$ cat config.mk
export PLATFORM = sky130hd
export DESIGN_NAME = effect_fade_ctrl_flat
export DESIGN_NICKNAME = d
export VERILOG_FILES = /design/src/rtl/effect_fade_ctrl_if.sv /design/src/rtl/effect_fade_ctrl.sv /design/src/flat_wrapper.sv
export SDC_FILE = /design/constraint.sdc
export NUM_CORES = 1
export LEC_CHECK = 0
export CORE_ASPECT_RATIO = 0.6
export CORE_MARGIN = 4
export CORE_UTILIZATION = 55
export CTS_CLUSTER_DIAMETER = 30
export DETAILED_ROUTE_END_ITERATION = 16
export HOLD_SLACK_MARGIN = 0.08
export PLACE_DENSITY = 0.88
export SETUP_SLACK_MARGIN = 0.1
export SYNTH_ARGS = -nofsm -noshare
export SYNTH_HDL_FRONTEND = slang
export SYNTH_SLANG_ARGS = --single-unit
$ cat constraint.sdc
create_clock -name clk -period 7.2 [get_ports clk]
set_input_delay 0.72 -clock clk [delete_from_list [all_inputs] [get_ports clk]]
set_output_delay 0.72 -clock clk [all_outputs]
set_load 0.005 [all_outputs]
$ cat src/rtl/effect_fade_ctrl_if.sv
// Sample-stream bundle between the codec side, the fade controller and one effect unit.
// The controller takes the slave modport; the upstream/effect side takes master.
interface effect_fade_ctrl_if;
  logic signed [23:0] in_data;
  logic               wren;
  logic               on;
  logic signed [23:0] fx_data;
  logic               fx_wren;
  logic               fx_on;
  logic signed [23:0] fx_out;
  logic               fx_valid;
  logic signed [23:0] out_data;
  logic               out_valid;
  logic               fading;
  logic               overrun;

  modport master (
    output in_data, wren, on, fx_out, fx_valid,
    input  fx_data, fx_wren, fx_on, out_data, out_valid, fading, overrun
  );

  modport slave (
    input  in_data, wren, on, fx_out, fx_valid,
    output fx_data, fx_wren, fx_on, out_data, out_valid, fading, overrun
  );
endinterface

$ cat src/rtl/effect_fade_ctrl.sv
// Click-free enable controller: linear dry/wet crossfade over 2^FADE_SHIFT samples
// whenever the effect is switched on or off.
module effect_fade_ctrl #(
  parameter int FADE_SHIFT = 4
) (
  input  logic               clk,
  input  logic               reset,
  effect_fade_ctrl_if.slave  bus
);
  localparam int N  = 1 << FADE_SHIFT;
  localparam int GW = FADE_SHIFT + 1;
  localparam int MW = 24 + FADE_SHIFT + 2;
  localparam logic [GW-1:0] G_N    = GW'(N);
  localparam logic [GW-1:0] G_ONE  = GW'(1);
  localparam logic [GW-1:0] G_ZERO = '0;

  typedef enum logic [1:0] {DRY, FADE_IN, WET, FADE_OUT} state_e;

  state_e             state_q, state_d;
  logic [GW-1:0]      g_q, g_d, g_inc, g_dec;
  logic signed [23:0] dry_q, out_data_q, mix_out;
  logic               pending_q, out_valid_q, overrun_q, fx_on_q, fading_q;
  logic               mix_ev;
  logic signed [MW-1:0] dry_s, wet_s, g_s, ng_s, mix_sum;

  assign bus.fx_data   = bus.in_data;
  assign bus.fx_wren   = bus.wren;
  assign bus.fx_on     = fx_on_q;
  assign bus.out_data  = out_data_q;
  assign bus.out_valid = out_valid_q;
  assign bus.fading    = fading_q;
  assign bus.overrun   = overrun_q;

  assign mix_ev = bus.fx_valid & pending_q;
  assign g_inc  = g_q + G_ONE;
  assign g_dec  = g_q - G_ONE;

  // Weights are non-negative, so the gain zero-extends while samples sign-extend;
  // the arithmetic shift then rounds toward negative infinity.
  assign dry_s   = {{(MW-24){dry_q[23]}}, dry_q};
  assign wet_s   = {{(MW-24){bus.fx_out[23]}}, bus.fx_out};
  assign g_s     = {{(MW-GW){1'b0}}, g_q};
  assign ng_s    = MW'(N) - g_s;
  assign mix_sum = dry_s * ng_s + wet_s * g_s;
  assign mix_out = 24'(mix_sum >>> FADE_SHIFT);

  // NOTE: every output of a combinational block gets a default first, otherwise
  // any path that skips an assignment infers a latch.
  always_comb begin
    state_d = state_q;
    g_d     = g_q;
    case (state_q)
      DRY: begin
        if (bus.on) begin
          state_d = FADE_IN;
          g_d     = G_ONE;
        end
      end
      FADE_IN, FADE_OUT: begin
        if (bus.on) begin
          g_d     = g_inc;
          state_d = (g_inc == G_N) ? WET : FADE_IN;
        end else begin
          g_d     = g_dec;
          state_d = (g_dec == G_ZERO) ? DRY : FADE_OUT;
        end
      end
      WET: begin
        if (!bus.on) begin
          state_d = FADE_OUT;
          g_d     = G_N - G_ONE;
        end
      end
      default: begin
        state_d = DRY;
        g_d     = G_ZERO;
      end
    endcase
  end

  // NOTE: sequential state is written with non-blocking assignments so every
  // register samples pre-edge values, independent of statement order.
  always_ff @(posedge clk) begin
    if (reset) begin
      state_q     <= DRY;
      g_q         <= G_ZERO;
      dry_q       <= '0;
      pending_q   <= 1'b0;
      out_data_q  <= '0;
      out_valid_q <= 1'b0;
      overrun_q   <= 1'b0;
      fx_on_q     <= 1'b0;
      fading_q    <= 1'b0;
    end else begin
      out_valid_q <= 1'b0;
      overrun_q   <= 1'b0;
      if (mix_ev) begin
        out_data_q  <= mix_out;
        out_valid_q <= 1'b1;
        pending_q   <= 1'b0;
        state_q     <= state_d;
        g_q         <= g_d;
        fx_on_q     <= (state_d != DRY);
        fading_q    <= (state_d == FADE_IN) || (state_d == FADE_OUT);
      end else if (bus.wren && pending_q) begin
        // Effect never answered: flush the stale sample dry, keep the fade position.
        out_data_q  <= dry_q;
        out_valid_q <= 1'b1;
        overrun_q   <= 1'b1;
      end
      // Capture last so a same-cycle mix consumes the old sample before re-arming.
      if (bus.wren) begin
        dry_q     <= bus.in_data;
        pending_q <= 1'b1;
      end
    end
  end
endmodule

$ cat src/flat_wrapper.sv
// flat-port wrapper written by rule: the top's interface ports become plain ports
module effect_fade_ctrl_flat 
#(
  parameter int FADE_SHIFT = 4
)
  (clk, reset, bus_in_data, bus_wren, bus_on, bus_fx_out, bus_fx_valid, bus_fx_data, bus_fx_wren, bus_fx_on, bus_out_data, bus_out_valid, bus_fading, bus_overrun);
  effect_fade_ctrl_if bus_i ();
  input  logic clk;
  input  logic reset;
  input wire logic [$bits(bus_i.in_data)-1:0] bus_in_data;
  input wire logic [$bits(bus_i.wren)-1:0] bus_wren;
  input wire logic [$bits(bus_i.on)-1:0] bus_on;
  input wire logic [$bits(bus_i.fx_out)-1:0] bus_fx_out;
  input wire logic [$bits(bus_i.fx_valid)-1:0] bus_fx_valid;
  output wire logic [$bits(bus_i.fx_data)-1:0] bus_fx_data;
  output wire logic [$bits(bus_i.fx_wren)-1:0] bus_fx_wren;
  output wire logic [$bits(bus_i.fx_on)-1:0] bus_fx_on;
  output wire logic [$bits(bus_i.out_data)-1:0] bus_out_data;
  output wire logic [$bits(bus_i.out_valid)-1:0] bus_out_valid;
  output wire logic [$bits(bus_i.fading)-1:0] bus_fading;
  output wire logic [$bits(bus_i.overrun)-1:0] bus_overrun;
  assign bus_i.in_data = bus_in_data;
  assign bus_i.wren = bus_wren;
  assign bus_i.on = bus_on;
  assign bus_i.fx_out = bus_fx_out;
  assign bus_i.fx_valid = bus_fx_valid;
  assign bus_fx_data = bus_i.fx_data;
  assign bus_fx_wren = bus_i.fx_wren;
  assign bus_fx_on = bus_i.fx_on;
  assign bus_out_data = bus_i.out_data;
  assign bus_out_valid = bus_i.out_valid;
  assign bus_fading = bus_i.fading;
  assign bus_overrun = bus_i.overrun;
  effect_fade_ctrl #(.FADE_SHIFT(FADE_SHIFT)) u_core (.clk(clk), .reset(reset), .bus(bus_i));
endmodule
# Yosys cells after proc, flatten, opt, wreduce, memory -nomap -nowiden
# Index checks and enable logic that the tools add are counted.
[word_totals] ff_bits=60 input_bits=53 out_inout_bits=53 wordCells=50
[classes] addsub=4 multipliers=2 eq_ne=8 n_mux=16 n_bitwise=1 n_reduce_logical=10
[op_table] operator="$mul A24 B6 Y28" n=2
[op_table] operator="$mux W24" n=2
[op_table] operator="$add A28 B28 Y28" n=1
[op_table] operator="$mux W5" n=3
[op_table] operator="$pmux W5 S3" n=1
[op_table] operator="$mux W2" n=5
[op_table] operator="$eq A2 B2 Y1 const B" n=3
[op_table] operator="$pmux W2 S3" n=1
[op_table] operator="$reduce_bool A2 Y1" n=3
[op_table] operator="$sub A5 B5 Y6 const A" n=1
[op_table] operator="$add A5 B1 Y5 const B" n=1
[op_table] operator="$eq A5 B5 Y1 const B" n=1
[op_table] operator="$logic_not A5 Y1" n=1
[op_table] operator="$sub A5 B1 Y5 const B" n=1
[op_table] operator="$eq A2 B1 Y1 const B" n=2
[op_table] operator="$mux W1" n=4
[op_table] operator="$ne A2 B2 Y1 const B" n=2
[op_table] operator="$reduce_or A2 Y1" n=2
[op_table] operator="$reduce_and A3 Y1" n=1
[op_table] operator="$logic_not A2 Y1" n=1
[op_table] operator="$and A1 B1 Y1" n=1
[op_table] operator="$logic_and A1 B1 Y1" n=1
[op_table] operator="$logic_or A1 B1 Y1" n=1

# Longest topological paths before layout
[logic_depth] word_depth=7 ltp_mapped=26 depth_no_buf=24

# Worst setup path before layout
# No wires, ideal clock.
[synth_timing] path_type="register -> register" start="reg u_core.g_q[0]" end="reg u_core.out_data_q[16] (netlist: u_core.bus.out_data[16])" setup_ns=0.134 arrival_ns=5.986 t_required_ns=7.066 setup_slack_ns=1.080 path_stages_with_launch=25 path_buffers=2 period_less_slack_ns=6.120 path_cell_list="dfxtp_1 -> buf_6 -> inv_1 -> ha_1 -> nand2_1 -> xnor2_1 -> clkbuf_1 -> nand2_1 -> fa_1 -> fa_1 -> inv_1 -> fa_1 -> fa_1 -> inv_1 -> fa_1 -> inv_1 -> ha_1 -> a21oi_1 -> a21oi_1 -> a211oi_2 -> a21oi_4 -> a31oi_4 -> o21ai_4 -> and3_1 -> or4_1"
[synth_between] elab_chain_cells=4 elab_cells_between_ends=5 classes_between="add/sub: 2; mul: 2; mux: 1"
[synth_rtl] item="start: declaration" line="effect_fade_ctrl.sv:20" source="logic [GW-1:0] g_q, g_d, g_inc, g_dec;"
[synth_rtl] item="start signal: assignment" line="effect_fade_ctrl.sv:102" source="g_q <= g_d;"
[synth_rtl] item="$sub A5 B5 Y6" line="effect_fade_ctrl.sv:43" source="assign ng_s = MW'(N) - g_s;"
[synth_rtl] item="$mul A24 B6 Y28" line="effect_fade_ctrl.sv:44" source="assign mix_sum = dry_s * ng_s + wet_s * g_s;"
[synth_rtl] item="$add A28 B28 Y28 *" line="effect_fade_ctrl.sv:44"
[synth_rtl] item="$mux W24 *" line="effect_fade_ctrl.sv:97" source="if (mix_ev) begin"
[synth_rtl] item="end signal: assignment" line="effect_fade_ctrl.sv:98" source="out_data_q <= mix_out;"
[synth_rtl] item="end signal: assignment" line="effect_fade_ctrl.sv:107" source="out_data_q <= dry_q;"
[synth_rtl] item="end: declaration" line="effect_fade_ctrl.sv:21" source="logic signed [23:0] dry_q, out_data_q, mix_out;"
# Every way passes the cells marked *; elsewhere a longest branch is shown, timed or not.
# A chain may end at the register's enable or synchronous reset.

# Worst setup path after layout
[layout_timing] start="reg u_core.g_q[3]" end="reg u_core.out_data_q[16] (netlist: u_core.bus.out_data[16])"
# Same word-level chain as after synthesis.

==> flow_summary.ini <==
[synthesis]
synth_seq_cells = 59
yosysSeqAreaShare = 0.101
post_synth_num_cell_types = 60
syn_avg_cell_area_um2 = 8.56
netlist_instances = 1360
ys_warn_count = 0
syn-cell-area_mm2 = 0.0116
synthArstFlopShare = 0
synth_fp_nets = 1709
synth_edf_count = 0
ys.flop_type = dfxtp_1

[sta]
finalCritPeriodShare = 0.938
setup_viol = 0
rsz0062_at_grt = false
finalCriticalPeriod_ns = 6.75
maxSlewViolCount = 0
fmax_mhz = 148
hold_ws_ns = 0.484
maxSlewHeadroom = 0.289
setup_tns_ns = 0
fin_worst_skew_ns = 0.0187
tightestPinTransition_ns = 1.07
finalHoldViolCount = 0

[die]
die_area_mm2 = 0.0236
start_util = 0.570
die_h_um = 121
io_pins = 106
std_cell_rows = 40
die_w_um = 196
coreArea_mm2 = 0.0204

[critical_path]
crit_fanout = 17
cp-start-kind = register
cp_common_cell = fa_1
crit_type = reg2reg
cp.required_ns = 7.44
crit_family = adder cells
critical-path-max-stage-delay_ns = 0.58
arrival_ns = 6.99
crit_path_end_kind = register
critPathBufInv = 4
crit_chain = nor2_1 -> nand2_1 -> xnor2_4 -> buf_4 -> nand2_1 -> fa_1 -> fa_1 -> fa_1 -> inv_1 -> fa_1 -> inv_1 -> fa_1 -> inv_1 -> ha_1 -> and3_1 -> a31oi_1 -> o21ai_0 -> a31oi_4 -> o21ai_4 -> and3_1 -> or4_1
crit_slowest_cell = fa_1

[clock_tree]
cts_buffers = 9
clk_pin_slew_worst_paths_ns = 0.07
cts_sinks = 59
h-tree-depth = 3
clock_latency_ns = 0.36
postCtsSetupRepairBufs = 0
cts_tree = done
root_buffer = clkbuf_16
cts_buffer_depth = 2

[detailed_routing]
vias = 9407
routed_via_density = 5.58
firstDrtPassIters = 6
drt_iter0_drc = 853
drc = 0
final_antenna_net_count = 0
drt_wl_total_um = 31700
wl_per_cell_um = 18.8

[grt]
grt_pass1_vias = 10100
grt-ovfl-total = 0
grt_antenna_before_repair = 0
grt_pass1_wl_um = 52300
grt_max_degree = 61
grt_use_total = 0.278

[flow_run]
cap_viol_max_count = 0

[worst_hold_path]
hold_path.class = reg2reg

[power]
p_per_area_mw_per_mm2 = 91.7
ir_drop_mv = 0.115
p_leak_nw = 5.99
finalPower_mw = 1.20

[layout]
utilization = 0.640
drive_gt1_frac = 0.0424
nets = 1758
n_antenna_cell = 0
fin_area_mm2 = 0.0131
nFillCells = 1691
synthToLayoutAreaGrowth_pct = 12.3

[run_status]
status = complete, no violations

[placement]
io_buffer_count = 105
hpwl_um = 25000
globalplace.congestion = 0.928
placed_cell_area_mm2 = 0.0128
## synthesized netlist by cell type (7+ instances only)
cell      instances  area [um2]
a311oi_1          9        78.8
a211oi_1         11        82.6
mux2i_1          32         320
o21ai_0          22         110
fa_1            208        4160
and3_1           12        75.1
nor3_1            9        45.0
xnor2_1          28         245
nand2_1         159         597
clkbuf_1         60         225
nor2_1           64         240
nand3_1          25         125
dfxtp_1          59        1180
and2_1          113         707
ha_1             88        1100
a21oi_1          29         145
or3_1            22         138
inv_1           303        1140
buf_4            25         188
a21o_1            7        52.6
## state kept, by name (all words and copies together) (netlist names)
register	cells
u_core.bus.fx_on	1
u_core.bus.out_data	24
u_core.bus.out_valid	1
u_core.bus.overrun	1
u_core.dry_q	24
u_core.g_q	5
u_core.pending_q	1
u_core.state_q	2
## cells by family (layout without fill, tap and decap cells)
logic type               after synthesis  after routing  share of synthesized area
AO/OA/AOI/OAI                        121            121                     0.0766
XOR/XNOR                              32             32                     0.0241
adder cells (fa/ha/maj)              296            296                      0.452
buffers and inverters                390            444                      0.134
flip-flops                            59             59                      0.101
multiplexers                          33             33                     0.0285
AND/OR/NAND/NOR                      429            429                      0.183
## power by group
group	total [mW]	internal [mW]	leakage, nW	switching (mW)
Sequential	0.379	0.344	0.484	0.0347
Clock	0.423	0.242	0.139	0.181
Combinational	0.397	0.170	5.37	0.227
## final timing paths
kind / depth (start not counted) / endpoint / slack [ns] / start
setup / recovery: 21 / u_core.bus.out_data[16] / 0.45 / u_core.g_q[3]
hold / removal: 2 / u_core.bus.out_data[9] / 0.48 / u_core.bus.out_data[9]
setup reg to reg: 21 / u_core.bus.out_data[16] / 0.45 / u_core.g_q[3]
hold reg to reg: 2 / u_core.bus.out_data[9] / 0.48 / u_core.bus.out_data[9]
## stage by stage
step / instances / setup slack [ns]
floorplan: 1360 / 1.08
global placement: 1671 / 0.637
detailed placement: 1671 / 0.495
CTS: 1687 / 0.471
global route: 1687 / 0.121
finish: 1687 / 0.448
## worst min-delay path, stage by stage (launching register included)
cell      delay [ns]
dfxtp_1         0.31
nand2_1         0.05
a311oi_1        0.08
## cell usage in the layout, fill, tap and decap left out, drive strengths merged, types with 6 or more instances in the layout
| cell | instances |
|---|---|
| inv | 304 |
| fa | 208 |
| nand2 | 159 |
| and2 | 114 |
| clkdlybuf4s50 | 103 |
| ha | 88 |
| nor2 | 64 |
| dfxtp | 59 |
| mux2i | 32 |
| a21oi | 31 |
| xnor2 | 28 |
| nand3 | 26 |
| or3 | 23 |
| o21ai | 23 |
| buf | 22 |
| a211oi | 14 |
| and3 | 13 |
| a311oi | 10 |
| clkbuf | 10 |
| nor3 | 9 |
| a21o | 7 |
| o31ai | 6 |
## routing by layer
| metal | wire length, um | up-vias | track usage |
|---|---|---|---|
| li1 | - | 4223 | - |
| met4 | 625 | 0 | 0.0663 |
| met3 | 3810 | 58 | 0.0830 |
| met5 | 0 | - | 0 |
| met1 | 13800 | 4573 | 0.405 |
| met2 | 13500 | 553 | 0.411 |
## final cells by class
type | count | area (um2) | share of cell area
clock buffer | 10 | 239 | 0.0183
clock inverter | 6 | 40.0 | 0.00306
inverter | 303 | 1140 | 0.0870
multi-input combinational | 911 | 8940 | 0.684
sequential | 59 | 1180 | 0.0905
tap | 273 | 342 | 0.0261
timing repair buffer | 125 | 1190 | 0.0911
## timing repair
action                                  in CTS  in global routing
hold buffers                                 0                  0
endpoints found under the setup margin       0                  5
resized for setup                            0                  2
Power figures use the tool's default switching activity.
